## config.mk

```make
export PLATFORM = sky130hd
export DESIGN_NAME = tx_lane_scheduler
export DESIGN_NICKNAME = d
export VERILOG_FILES = /design/src/rtl/tx_lane_scheduler_pkg.sv /design/src/rtl/tx_lane_scheduler_byte_fifo.sv /design/src/rtl/tx_lane_scheduler.sv
export SDC_FILE = /design/constraint.sdc
export NUM_CORES = 1
export LEC_CHECK = 0
export ABC_AREA = 0
export BUFFER_PORTS_ARGS = -buffer_cell sky130_fd_sc_hd__buf_2
export CAP_MARGIN = 10
export CELL_PAD_IN_SITES_DETAIL_PLACEMENT = 2
export CELL_PAD_IN_SITES_GLOBAL_PLACEMENT = 2
export CORE_ASPECT_RATIO = 1.1
export CORE_MARGIN = 2
export CORE_UTILIZATION = 45
export CTS_CLUSTER_DIAMETER = 40
export DETAILED_ROUTE_END_ITERATION = 8
export PLACE_DENSITY = 0.81
export SLEW_MARGIN = 20
export SYNTH_ARGS = -nofsm -noshare
export SYNTH_HDL_FRONTEND = slang
export SYNTH_HIERARCHICAL = 1
export SYNTH_SLANG_ARGS = --single-unit
export TNS_END_PERCENT = 10
```

## constraint.sdc

```tcl
create_clock -name clk -period 6 [get_ports clk]
set_input_delay 0.9 -clock clk [delete_from_list [all_inputs] [get_ports clk]]
set_output_delay 0.9 -clock clk [all_outputs]
set_load 0.1 [all_outputs]
```

## src/rtl/tx_lane_scheduler_pkg.sv

```systemverilog
// Shared definitions for the PHY TX lane scheduler: widths, lane ids and a
// width helper used to size FIFO pointers and occupancy counters.
package phy_tx_pkg;

  localparam int DATA_W_DEF = 8;
  localparam int LANE_W     = 1;

  localparam logic [LANE_W-1:0] LANE0 = 1'b0;
  localparam logic [LANE_W-1:0] LANE1 = 1'b1;

  // Pointer width for a FIFO of the given depth (depth is a power of two >= 2).
  function automatic int clog2(input int value);
    int result;
    result = 0;
    while ((1 << result) < value) begin
      result = result + 1;
    end
    return result;
  endfunction

endpackage

```

## src/rtl/tx_lane_scheduler_byte_fifo.sv

```systemverilog
// Synchronous single-clock FIFO, one per requester. Pointers wrap naturally;
// the occupancy count is one bit wider so that full and empty are distinct.
// Push is ignored when full and pop is ignored when empty, so the caller may
// present raw requests.
module byte_fifo
  import phy_tx_pkg::*;
#(
  parameter int DATA_W = DATA_W_DEF,
  parameter int DEPTH  = 4
) (
  input  logic                    clk,
  input  logic                    reset,
  input  logic                    push,
  input  logic                    pop,
  input  logic [DATA_W-1:0]       din,
  output logic [DATA_W-1:0]       dout,
  output logic [clog2(DEPTH):0]   level,
  output logic                    full,
  output logic                    empty
);

  localparam int PTR_W = clog2(DEPTH);

  logic [DATA_W-1:0] r_mem [DEPTH];
  logic [PTR_W-1:0]  r_wr_ptr;
  logic [PTR_W-1:0]  r_rd_ptr;
  logic [PTR_W:0]    r_count;
  logic              w_push;
  logic              w_pop;

  assign w_push = push && !full;
  assign w_pop  = pop && !empty;

  assign full  = (r_count == (PTR_W + 1)'(DEPTH));
  assign empty = (r_count == '0);
  assign level = r_count;
  assign dout  = r_mem[r_rd_ptr];

  // Storage array: written on an accepted push, never reset (the count gates reads).
  always_ff @(posedge clk) begin
    if (w_push) begin
      r_mem[r_wr_ptr] <= din;
    end
  end

  // Pointers and occupancy; reset flushes the FIFO regardless of traffic.
  always_ff @(posedge clk) begin
    if (reset) begin
      r_wr_ptr <= '0;
      r_rd_ptr <= '0;
      r_count  <= '0;
    end else begin
      if (w_push) begin
        r_wr_ptr <= r_wr_ptr + PTR_W'(1);
      end
      if (w_pop) begin
        r_rd_ptr <= r_rd_ptr + PTR_W'(1);
      end
      case ({w_push, w_pop})
        2'b10:   r_count <= r_count + (PTR_W + 1)'(1);
        2'b01:   r_count <= r_count - (PTR_W + 1)'(1);
        default: r_count <= r_count;
      endcase
    end
  end

endmodule

```

## src/rtl/tx_lane_scheduler.sv

```systemverilog
// Schedules two buffered byte streams onto one TX byte path, one byte per
// cycle, either in fixed alternating slots or work-conserving round-robin.
//
// Handshakes: a byte moves on an interface at a rising edge where its valid
// and ready are both high. inN_ready depends only on the FIFO count register.
// Producers may raise valid without ready and must hold data until accepted.
// The output register is refilled whenever it is empty or out_ready is high;
// while out_valid && !out_ready it holds its byte and lane unchanged.
module tx_lane_scheduler
  import phy_tx_pkg::*;
#(
  parameter int DATA_W     = DATA_W_DEF,
  parameter int FIFO_DEPTH = 4
) (
  input  logic                       clk,
  input  logic                       reset,
  input  logic [DATA_W-1:0]          in0_data,
  input  logic                       in0_valid,
  output logic                       in0_ready,
  input  logic [DATA_W-1:0]          in1_data,
  input  logic                       in1_valid,
  output logic                       in1_ready,
  input  logic                       strict_alt,
  input  logic                       out_ready,
  output logic [DATA_W-1:0]          out_data,
  output logic                       out_valid,
  output logic                       out_lane,
  output logic [clog2(FIFO_DEPTH):0] level0,
  output logic [clog2(FIFO_DEPTH):0] level1
);

  logic [DATA_W-1:0] w_dout0;
  logic [DATA_W-1:0] w_dout1;
  logic              w_full0;
  logic              w_full1;
  logic [1:0]        w_empty;
  logic              w_push0;
  logic              w_push1;
  logic              w_pop0;
  logic              w_pop1;
  logic              w_adv;
  logic              w_grant;
  logic              w_lane;
  logic [DATA_W-1:0] w_head;

  logic [DATA_W-1:0] r_out_data;
  logic              r_out_valid;
  logic              r_out_lane;
  logic              r_slot;
  logic              r_last_grant;

  assign in0_ready = !w_full0;
  assign in1_ready = !w_full1;
  assign w_push0   = in0_valid && in0_ready;
  assign w_push1   = in1_valid && in1_ready;

  byte_fifo #(
    .DATA_W (DATA_W),
    .DEPTH  (FIFO_DEPTH)
  ) u_fifo0 (
    .clk   (clk),
    .reset (reset),
    .push  (w_push0),
    .pop   (w_pop0),
    .din   (in0_data),
    .dout  (w_dout0),
    .level (level0),
    .full  (w_full0),
    .empty (w_empty[0])
  );

  byte_fifo #(
    .DATA_W (DATA_W),
    .DEPTH  (FIFO_DEPTH)
  ) u_fifo1 (
    .clk   (clk),
    .reset (reset),
    .push  (w_push1),
    .pop   (w_pop1),
    .din   (in1_data),
    .dout  (w_dout1),
    .level (level1),
    .full  (w_full1),
    .empty (w_empty[1])
  );

  assign w_adv = !r_out_valid || out_ready;

  // Arbitration: pick the lane to serve this cycle, or none (bubble).
  always_comb begin
    w_grant = 1'b0;
    w_lane  = LANE0;
    if (strict_alt) begin
      w_lane  = r_slot;
      w_grant = !w_empty[r_slot];
    end else if (!w_empty[!r_last_grant]) begin
      w_lane  = !r_last_grant;
      w_grant = 1'b1;
    end else if (!w_empty[r_last_grant]) begin
      w_lane  = r_last_grant;
      w_grant = 1'b1;
    end
  end

  assign w_head = (w_lane == LANE1) ? w_dout1 : w_dout0;
  assign w_pop0 = w_adv && w_grant && (w_lane == LANE0);
  assign w_pop1 = w_adv && w_grant && (w_lane == LANE1);

  // Output register and arbiter state; everything holds while stalled.
  always_ff @(posedge clk) begin
    if (reset) begin
      r_out_data   <= '0;
      r_out_valid  <= 1'b0;
      r_out_lane   <= LANE0;
      r_slot       <= 1'b0;
      r_last_grant <= 1'b1;
    end else if (w_adv) begin
      r_slot      <= !r_slot;
      r_out_valid <= w_grant;
      if (w_grant) begin
        r_out_data   <= w_head;
        r_out_lane   <= w_lane;
        r_last_grant <= w_lane;
      end
    end
  end

  assign out_data  = r_out_data;
  assign out_valid = r_out_valid;
  assign out_lane  = r_out_lane;

endmodule

```

==> metrics.log, run 1 <==
[metrics] type of the worst min-delay path: reg2reg
[metrics] clk sink count: 94
[metrics] fraction of layout instances using a drive strength above 1: 29.80%
[metrics] Total Die Area: 9428 sq um
[metrics] CTS tree: done
[metrics] Starting Density: 46.38%
[metrics] achievable frequency: 313.4 MHz
[metrics] clock latency of the later-clocked register in the worst-skew pair: 0.37 ns
[metrics] postcts setup bufs: 0
[metrics] period utilisation layout: 53.17%
[metrics] setup_tns: 0 ns
[metrics] Seq/Total Area, Yosys: 64.68%
[metrics] Unique masters post-synth: 33
[metrics] via count of the first global-routing pass: 2384
[metrics] ant diodes: 0
[metrics] slowest stage cell on the critical path: sky130_fd_sc_hd__dfxtp_1
[metrics] Die Span X: 92.76 um
[metrics] cts-stage hold buffer count: 0
[metrics] Clk pwr share: 19.5%
[metrics] Pwr Density: 493.8 nW/um^2
[metrics] Core ar.: 8408 sq um
[metrics] maximum vdd drop: 0.3051 mV
[metrics] worst clock skew: 0.01038 ns
[metrics] PortBufs: 39
[metrics] slew margin rel.: 57.06%
[metrics] remaining antenna violation count after routing: 0
[metrics] average routed wire per standard cell: 20.34 um
[metrics] wire length of the first global-routing pass: 13.50 mm
[metrics] DRC violations left: 0
[metrics] final worst-path setup slack: 2.810 ns
[metrics] delay contributed by the slowest stage of the critical path: 0.48 ns
[metrics] worst path cell trace: nor3_2 > mux2_4 > a221oi_2 > buf_4 > nor2b_1 > o31ai_2 > inv_1 > ha_1 > inv_1 > fa_1 > xor2_1 > or3_1 > a21oi_1
[metrics] via count: 2147
[metrics] kind of launch point of the worst setup path: register
[metrics] biggest fanout along the worst timing path: 20
[metrics] global-route usage over all layers: 19.72%
[metrics] Sw Ratio: 42.31%
[metrics] Worst Path Required: 6.30 ns
[metrics] Overflow after GRT: 0
[metrics] count of routing violations after the opening detailed-route iteration: 78
[metrics] worst setup timing slack at the placement stage: 2.718 ns
[metrics] RSZ-0062 raised after global routing: no
[metrics] area added between synthesis and finish: 12.64%
[metrics] Filler cells: 778
[metrics] sort of element at the end of the critical path: register
[metrics] total of endpoints with negative setup slack in the final report: 0
[metrics] commonest non-fill, non-tap cells in the layout: sky130_fd_sc_hd__edfxtp_1, sky130_fd_sc_hd__buf_2, sky130_fd_sc_hd__dfxtp_1
[metrics] post-synthesis area per instance: 15.29 sq um
[metrics] part of the power in combinational logic: 39.6%
[metrics] I/O Pins: 40
[metrics] Setup CP Type: reg2reg
[metrics] cts bufs inserted: 9
[metrics] Final nets: 331
[metrics] data arrival time of the critical path: 3.49 ns
[metrics] result of the run: finished clean
[metrics] Die Y-Extent: 101.6 um
[metrics] sum of net half-perimeters after detailed placement: 5.924 mm
[metrics] register share of total power: 40.9%
[metrics] routed wire length: 8.400 mm
[metrics] pin count of the biggest net entering global routing: 31
[metrics] number of slew-limit violations in the final report: 0
[metrics] First-pass DRT Iterations: 4
[metrics] leakage power summed over all cells: 1.615 nW
[metrics] Synth warnings: 6
[metrics] number of core rows: 35
[metrics] Placed Cells incl. Taps: 397
[metrics] initial antenna violation count: 0
[metrics] cell-internal power: 1.252 mW
[metrics] number of synthesized flops with an enable pin: 64
[metrics] Buf/Inv on CP: 3
[metrics] max_cap viols: 0
[metrics] average vias per placed instance: 5.199
[metrics] most used cell along the critical path: sky130_fd_sc_hd__inv_1
[metrics] predominant post-synthesis flop cell: sky130_fd_sc_hd__edfxtp_1
[metrics] largest buffer count on any clock path: 2
[metrics] largest delay contributor family on the critical path: simple AND/OR/NAND/NOR gates
[metrics] cell count after synthesis: 255
[metrics] count of non-filler cells in the finished layout: 413
[metrics] flip-flop and latch count after synthesis: 94
[metrics] Synthesized Nets: 289
[metrics] hold violation count in the final report: 0
[metrics] most common library cell in the layout ignoring fill and taps: sky130_fd_sc_hd__edfxtp_1
[metrics] reported net switching power: 917.7 uW
[metrics] Final GP Congestion: 0.7346
[metrics] final critical delay including setup and external delays: 3.190 ns
[metrics] Worst-path clk slew: 0.09 ns
[metrics] transition time at the pin with the least slew margin: 0.6442 ns
[metrics] Resize count post-CTS: 0
[metrics] share of synthesized flip-flops with an asynchronous set or reset: 0%
[metrics] Netlist Area Pre-Place: 3900 sq um
[metrics] buffer type at the clock tree root: sky130_fd_sc_hd__clkbuf_8
[metrics] final hold slack: 0.5076 ns
[metrics] H-tree depth: 3
## cell usage after synthesis, drive strengths merged (2+ instances only)
master	count	share of area [%]
edfxtp	64	49
dfxtp	30	15
nor2	26	2.5
inv	18	1.7
mux4	16	9.2
ha	10	3.2
mux2i	10	2.6
and2	9	1.5
buf	9	1.3
a211oi	8	2.6
a21oi	8	1.0
xor2	7	1.6
o21ai	6	0.77
or3	6	0.96
nand2b	5	0.80
nor2b	4	0.64
nand2	3	0.29
nor3	3	0.64
fa	2	1.0
nor3b	2	0.64
o31ai	2	0.64
## flip-flops by register name, summed over array words and instances, names as in the netlist, named ones only
signal and flops:
u_fifo0/r_mem 32, u_fifo1/r_mem 32, out_data 8, u_fifo0/level 3
u_fifo1/level 3, u_fifo0/r_rd_ptr 2, u_fifo0/r_wr_ptr 2, u_fifo1/r_rd_ptr 2
u_fifo1/r_wr_ptr 2, out_lane 1, out_valid 1, r_last_grant 1
r_slot 1
## routing by layer
metal	track usage (%)	share of wire, %	vias to the layer above
met3	2.158	2.3	10
met4	8.145	1.5	0
li1	-	-	1011
met2	34.56	52	38
met5	0	0	-
met1	25.17	44	1088
## layout make-up
type	instances	area [sq um]	share of cell area, %
Sequential cell	94	2522	57.42
Multi-Input combinational cell	133	1257	28.62
Timing Repair Buffer	41	210.2	4.785
Tap cell	111	138.9	3.161
Clock buffer	9	123.9	2.820
Clock inverter	7	72.57	1.652
Inverter	18	67.56	1.538
## kinds of logic after synthesis
family                   share of synthesized area [%]
AO/OA/AOI/OAI                                    6.288
buffers and inverters                            3.079
flip-flops                                       64.68
AND/OR/NAND/NOR                                  7.956
adder cells (fa/ha/maj)                          4.235
multiplexers                                     12.19
XOR/XNOR                                         1.572
## power groups by stage
stage                     registers (mW)  logic (mW)  clock network [mW]
final                              0.886       0.859               0.423
after floorplan                     1.12       0.468                   0
after global placement             0.894       0.818                   0
after global routing               0.904       0.924               0.454
after detailed placement           0.905       0.857                   0
after CTS                          0.890       0.870               0.432
## metrics by stage
step / power (mW) / area [sq um] / utilization (%)
finish: 2.169 / 4393 / 52.25
global route: 2.282 / 4393 / 52.25
CTS: 2.192 / 4393 / 52.25
detailed placement: 1.762 / 4197 / 49.91
global placement: 1.712 / 4197 / 49.91
floorplan: 1.585 / 3900 / -
## tightest hold or removal path, cell delays in order (launching register included)
cell                      delay [ns]
sky130_fd_sc_hd__dfxtp_1        0.32
sky130_fd_sc_hd__o21ai_0        0.07
sky130_fd_sc_hd__a21oi_1        0.08
## final timing paths
check	from	endpoint	slack, ns	depth (start not counted)
min reg2reg	u_fifo0/r_rd_ptr[1]	register	0.51	2
max	u_fifo0/level[1]	u_fifo1/level[2]	2.81	13
min	u_fifo0/r_rd_ptr[1]	register	0.51	2
max reg2reg	u_fifo0/level[1]	u_fifo1/level[2]	2.81	13
Power figures use the tool's default switching activity.
==> run 2: changes to the inputs <==
--- a/config.mk
+++ b/config.mk
@@ -12,10 +12,10 @@
 export CELL_PAD_IN_SITES_GLOBAL_PLACEMENT = 2
 export CORE_ASPECT_RATIO = 1.1
 export CORE_MARGIN = 2
-export CORE_UTILIZATION = 45
+export CORE_UTILIZATION = 42
 export CTS_CLUSTER_DIAMETER = 40
 export DETAILED_ROUTE_END_ITERATION = 8
-export PLACE_DENSITY = 0.81
+export PLACE_DENSITY = 0.77
 export SLEW_MARGIN = 20
 export SYNTH_ARGS = -nofsm -noshare
 export SYNTH_HDL_FRONTEND = slang
==> constraint.sdc (replaced) <==
create_clock -name clk -period 3.16 [get_ports clk]
set_input_delay 0.474 -clock clk [delete_from_list [all_inputs] [get_ports clk]]
set_output_delay 0.474 -clock clk [all_outputs]
set_load 0.1 [all_outputs]
==> metrics.log, run 2 (same netlist as run 1, synthesis figures left out) <==
[metrics] launch point of the worst path: u_fifo1/level[1]
[metrics] commonest non-fill, non-tap cells in the layout: sky130_fd_sc_hd__edfxtp_1, sky130_fd_sc_hd__buf_2, sky130_fd_sc_hd__nor2_1
[metrics] Die Span X: 95.88 um (+3.4%)
[metrics] number of slew-limit violations in the final report: 0 (unchanged)
[metrics] average routed wire per standard cell: 20.83 um (+2.4%)
[metrics] sort of element at the end of the critical path: register
[metrics] clk sink count: 94 (unchanged)
[metrics] average vias per placed instance: 5.308 (+2.1%)
[metrics] launch point of the worst reg-to-reg path: u_fifo1/level[1]
[metrics] largest delay contributor family on the critical path: simple AND/OR/NAND/NOR gates
[metrics] final critical delay including setup and external delays: 2.812 ns (-0.3788 ns)
[metrics] achievable frequency: 355.7 MHz (+13%)
[metrics] count of routing violations after the opening detailed-route iteration: 88 (+13%)
[metrics] result of the run: finished clean
[metrics] sum of net half-perimeters after detailed placement: 6.157 mm (+3.9%)
[metrics] Worst-path clk slew: 0.10 ns (about the same)
[metrics] First-pass DRT Iterations: 4 (unchanged)
[metrics] clock latency of the later-clocked register in the worst-skew pair: 0.36 ns (about the same)
[metrics] buffer type at the clock tree root: sky130_fd_sc_hd__clkbuf_8
[metrics] RSZ-0062 raised after global routing: no
[metrics] via count of the first global-routing pass: 2415 (+1.3%)
[metrics] Overflow after GRT: 0 (unchanged)
[metrics] postcts setup bufs: 0 (unchanged)
[metrics] pin count of the biggest net entering global routing: 31 (unchanged)
[metrics] launch instance of the worst min-delay path: in0_data[6]
[metrics] kind of launch point of the worst setup path: register
[metrics] most common library cell in the layout ignoring fill and taps: sky130_fd_sc_hd__edfxtp_1
[metrics] DRC violations left: 0 (unchanged)
[metrics] worst clock skew: 0.01676 ns (+0.006380 ns)
[metrics] fraction of layout instances using a drive strength above 1: 31.46% (+1.7 points)
[metrics] slew margin rel.: 54.83% (-2.2 points)
[metrics] max_cap viols: 0 (unchanged)
[metrics] delay contributed by the slowest stage of the critical path: 0.38 ns (-0.10 ns)
[metrics] reg-to-reg slack, setup: 0.35 ns (-2.46 ns)
[metrics] CTS tree: done
[metrics] Pwr Density: 933.7 nW/um^2 (+89%)
[metrics] worst path cell trace: nor3_2 > nor2_1 > a22oi_1 > and2_2 > o31ai_2 > inv_1 > ha_1 > inv_1 > fa_1 > xor2_1 > or3_1 > a21oi_1
[metrics] leakage power summed over all cells: 1.616 nW (about the same)
[metrics] I/O Pins: 40 (unchanged)
[metrics] cts-stage hold buffer count: 0 (unchanged)
[metrics] RR Endpoint: u_fifo0/level[2]
[metrics] Worst Path Required: 3.43 ns (-2.87 ns)
[metrics] cell count of the worst hold path: 1 (-1)
[metrics] Final nets: 331 (unchanged)
[metrics] number of core rows: 36 (+2.9%)
[metrics] period utilisation layout: 88.98% (+36 points)
[metrics] Buf/Inv on CP: 2 (-1)
[metrics] routed wire length: 8.666 mm (+3.2%)
[metrics] Final GP Congestion: 0.6877 (-6.4%)
[metrics] total of endpoints with negative setup slack in the final report: 0 (unchanged)
[metrics] global-route usage over all layers: 18.55% (-1.2 points)
[metrics] Starting Density: 43.51% (-2.9 points)
[metrics] wire length of the first global-routing pass: 13.63 mm (+0.97%)
[metrics] end point of the most critical hold path: u_fifo0/r_mem[3][6]
[metrics] slowest stage cell on the critical path: sky130_fd_sc_hd__dfxtp_4
[metrics] most used cell along the critical path: sky130_fd_sc_hd__inv_1
[metrics] PortBufs: 39 (unchanged)
[metrics] remaining antenna violation count after routing: 0 (unchanged)
[metrics] hold violation count in the final report: 0 (unchanged)
[metrics] area added between synthesis and finish: 13.38%
[metrics] Total Die Area: 10070 sq um (+6.8%)
[metrics] cts bufs inserted: 9 (unchanged)
[metrics] initial antenna violation count: 0 (unchanged)
[metrics] ant diodes: 0 (unchanged)
[metrics] via count: 2208 (+2.8%)
[metrics] Resize count post-CTS: 0 (unchanged)
[metrics] transition time at the pin with the least slew margin: 0.6776 ns (+0.03346 ns)
[metrics] core utilization of the finished layout: 49.33% (-2.9 points)
[metrics] length in cells of the worst reg-to-reg path: 12 (-1)
[metrics] Die Y-Extent: 105.1 um (+3.4%)
[metrics] data arrival time of the critical path: 3.08 ns (-0.41 ns)
[metrics] biggest fanout along the worst timing path: 6 (-70%)
[metrics] H-tree depth: 3 (unchanged)
[metrics] setup_tns: 0 ns (unchanged)
[metrics] Core ar.: 8964 sq um (+6.6%)
[metrics] type of the worst min-delay path: in2reg
[metrics] maximum vdd drop: 0.4851 mV (+59%)
[metrics] largest buffer count on any clock path: 2 (unchanged)
[metrics] Setup CP Type: reg2reg
[run 2: cell types whose count changed in the layout (fill, tap and decap cells not counted), sizes merged]
cell / delta
clkbuf: +1
inv: -1
clkinv: -1
clkinvlp: +1
[run 2: final cells by class]
cell class,count,area [sq um]
well taps,114,142.6
flip-flops and latches,94,2545
repair buffers,41,210.2
inverters,18,67.56
clock inverters,6,61.31
multi-input cells,133,1257
clock buffers,10,137.6
fillers,859,4542
[run 2: worst max-delay path by stage]
stage,endpoint,slack (ns),depth (start not counted)
2_1_floorplan,u_fifo1/level[2],0.11,13
3_3_place_gp,u_fifo1/level[2],0.48,12
3_5_place_dp,u_fifo0/level[2],0.34,12
4_1_cts,u_fifo0/level[2],0.32,12
5_1_grt,u_fifo0/level[2],0.09,12
6_report,u_fifo0/level[2],0.35,12
[run 2: per-layer routing]
layer	wire length [um]	GRT usage, %	vias up
li1	-	-	1015
met1	3927	24.81	1134
met2	4382	30.42	52
met3	270	3.389	7
met4	85	5.816	0
met5	0	0	-
[run 2: through the flow]
stage	hold WS, ns	setup slack (ns)	area (sq um)	total power, mW	instances
after floorplan	0.4591	0.1112	3923	3.025	255
after global placement	0.4813	0.4796	4223	3.278	400
after detailed placement	0.4912	0.3423	4223	3.352	400
after CTS	0.3204	0.3153	4422	4.176	416
after global routing	0.3236	0.09119	4422	4.350	416
final	0.3355	0.3484	4422	4.128	416
[run 2: report_power, final]
group          leakage (nW)  total, mW  internal, mW  switching, mW
logic                 0.684       1.62         0.501           1.12
clock network        0.0936      0.810         0.384          0.426
registers             0.838       1.70          1.52          0.171
total                  1.62       4.13          2.41           1.72
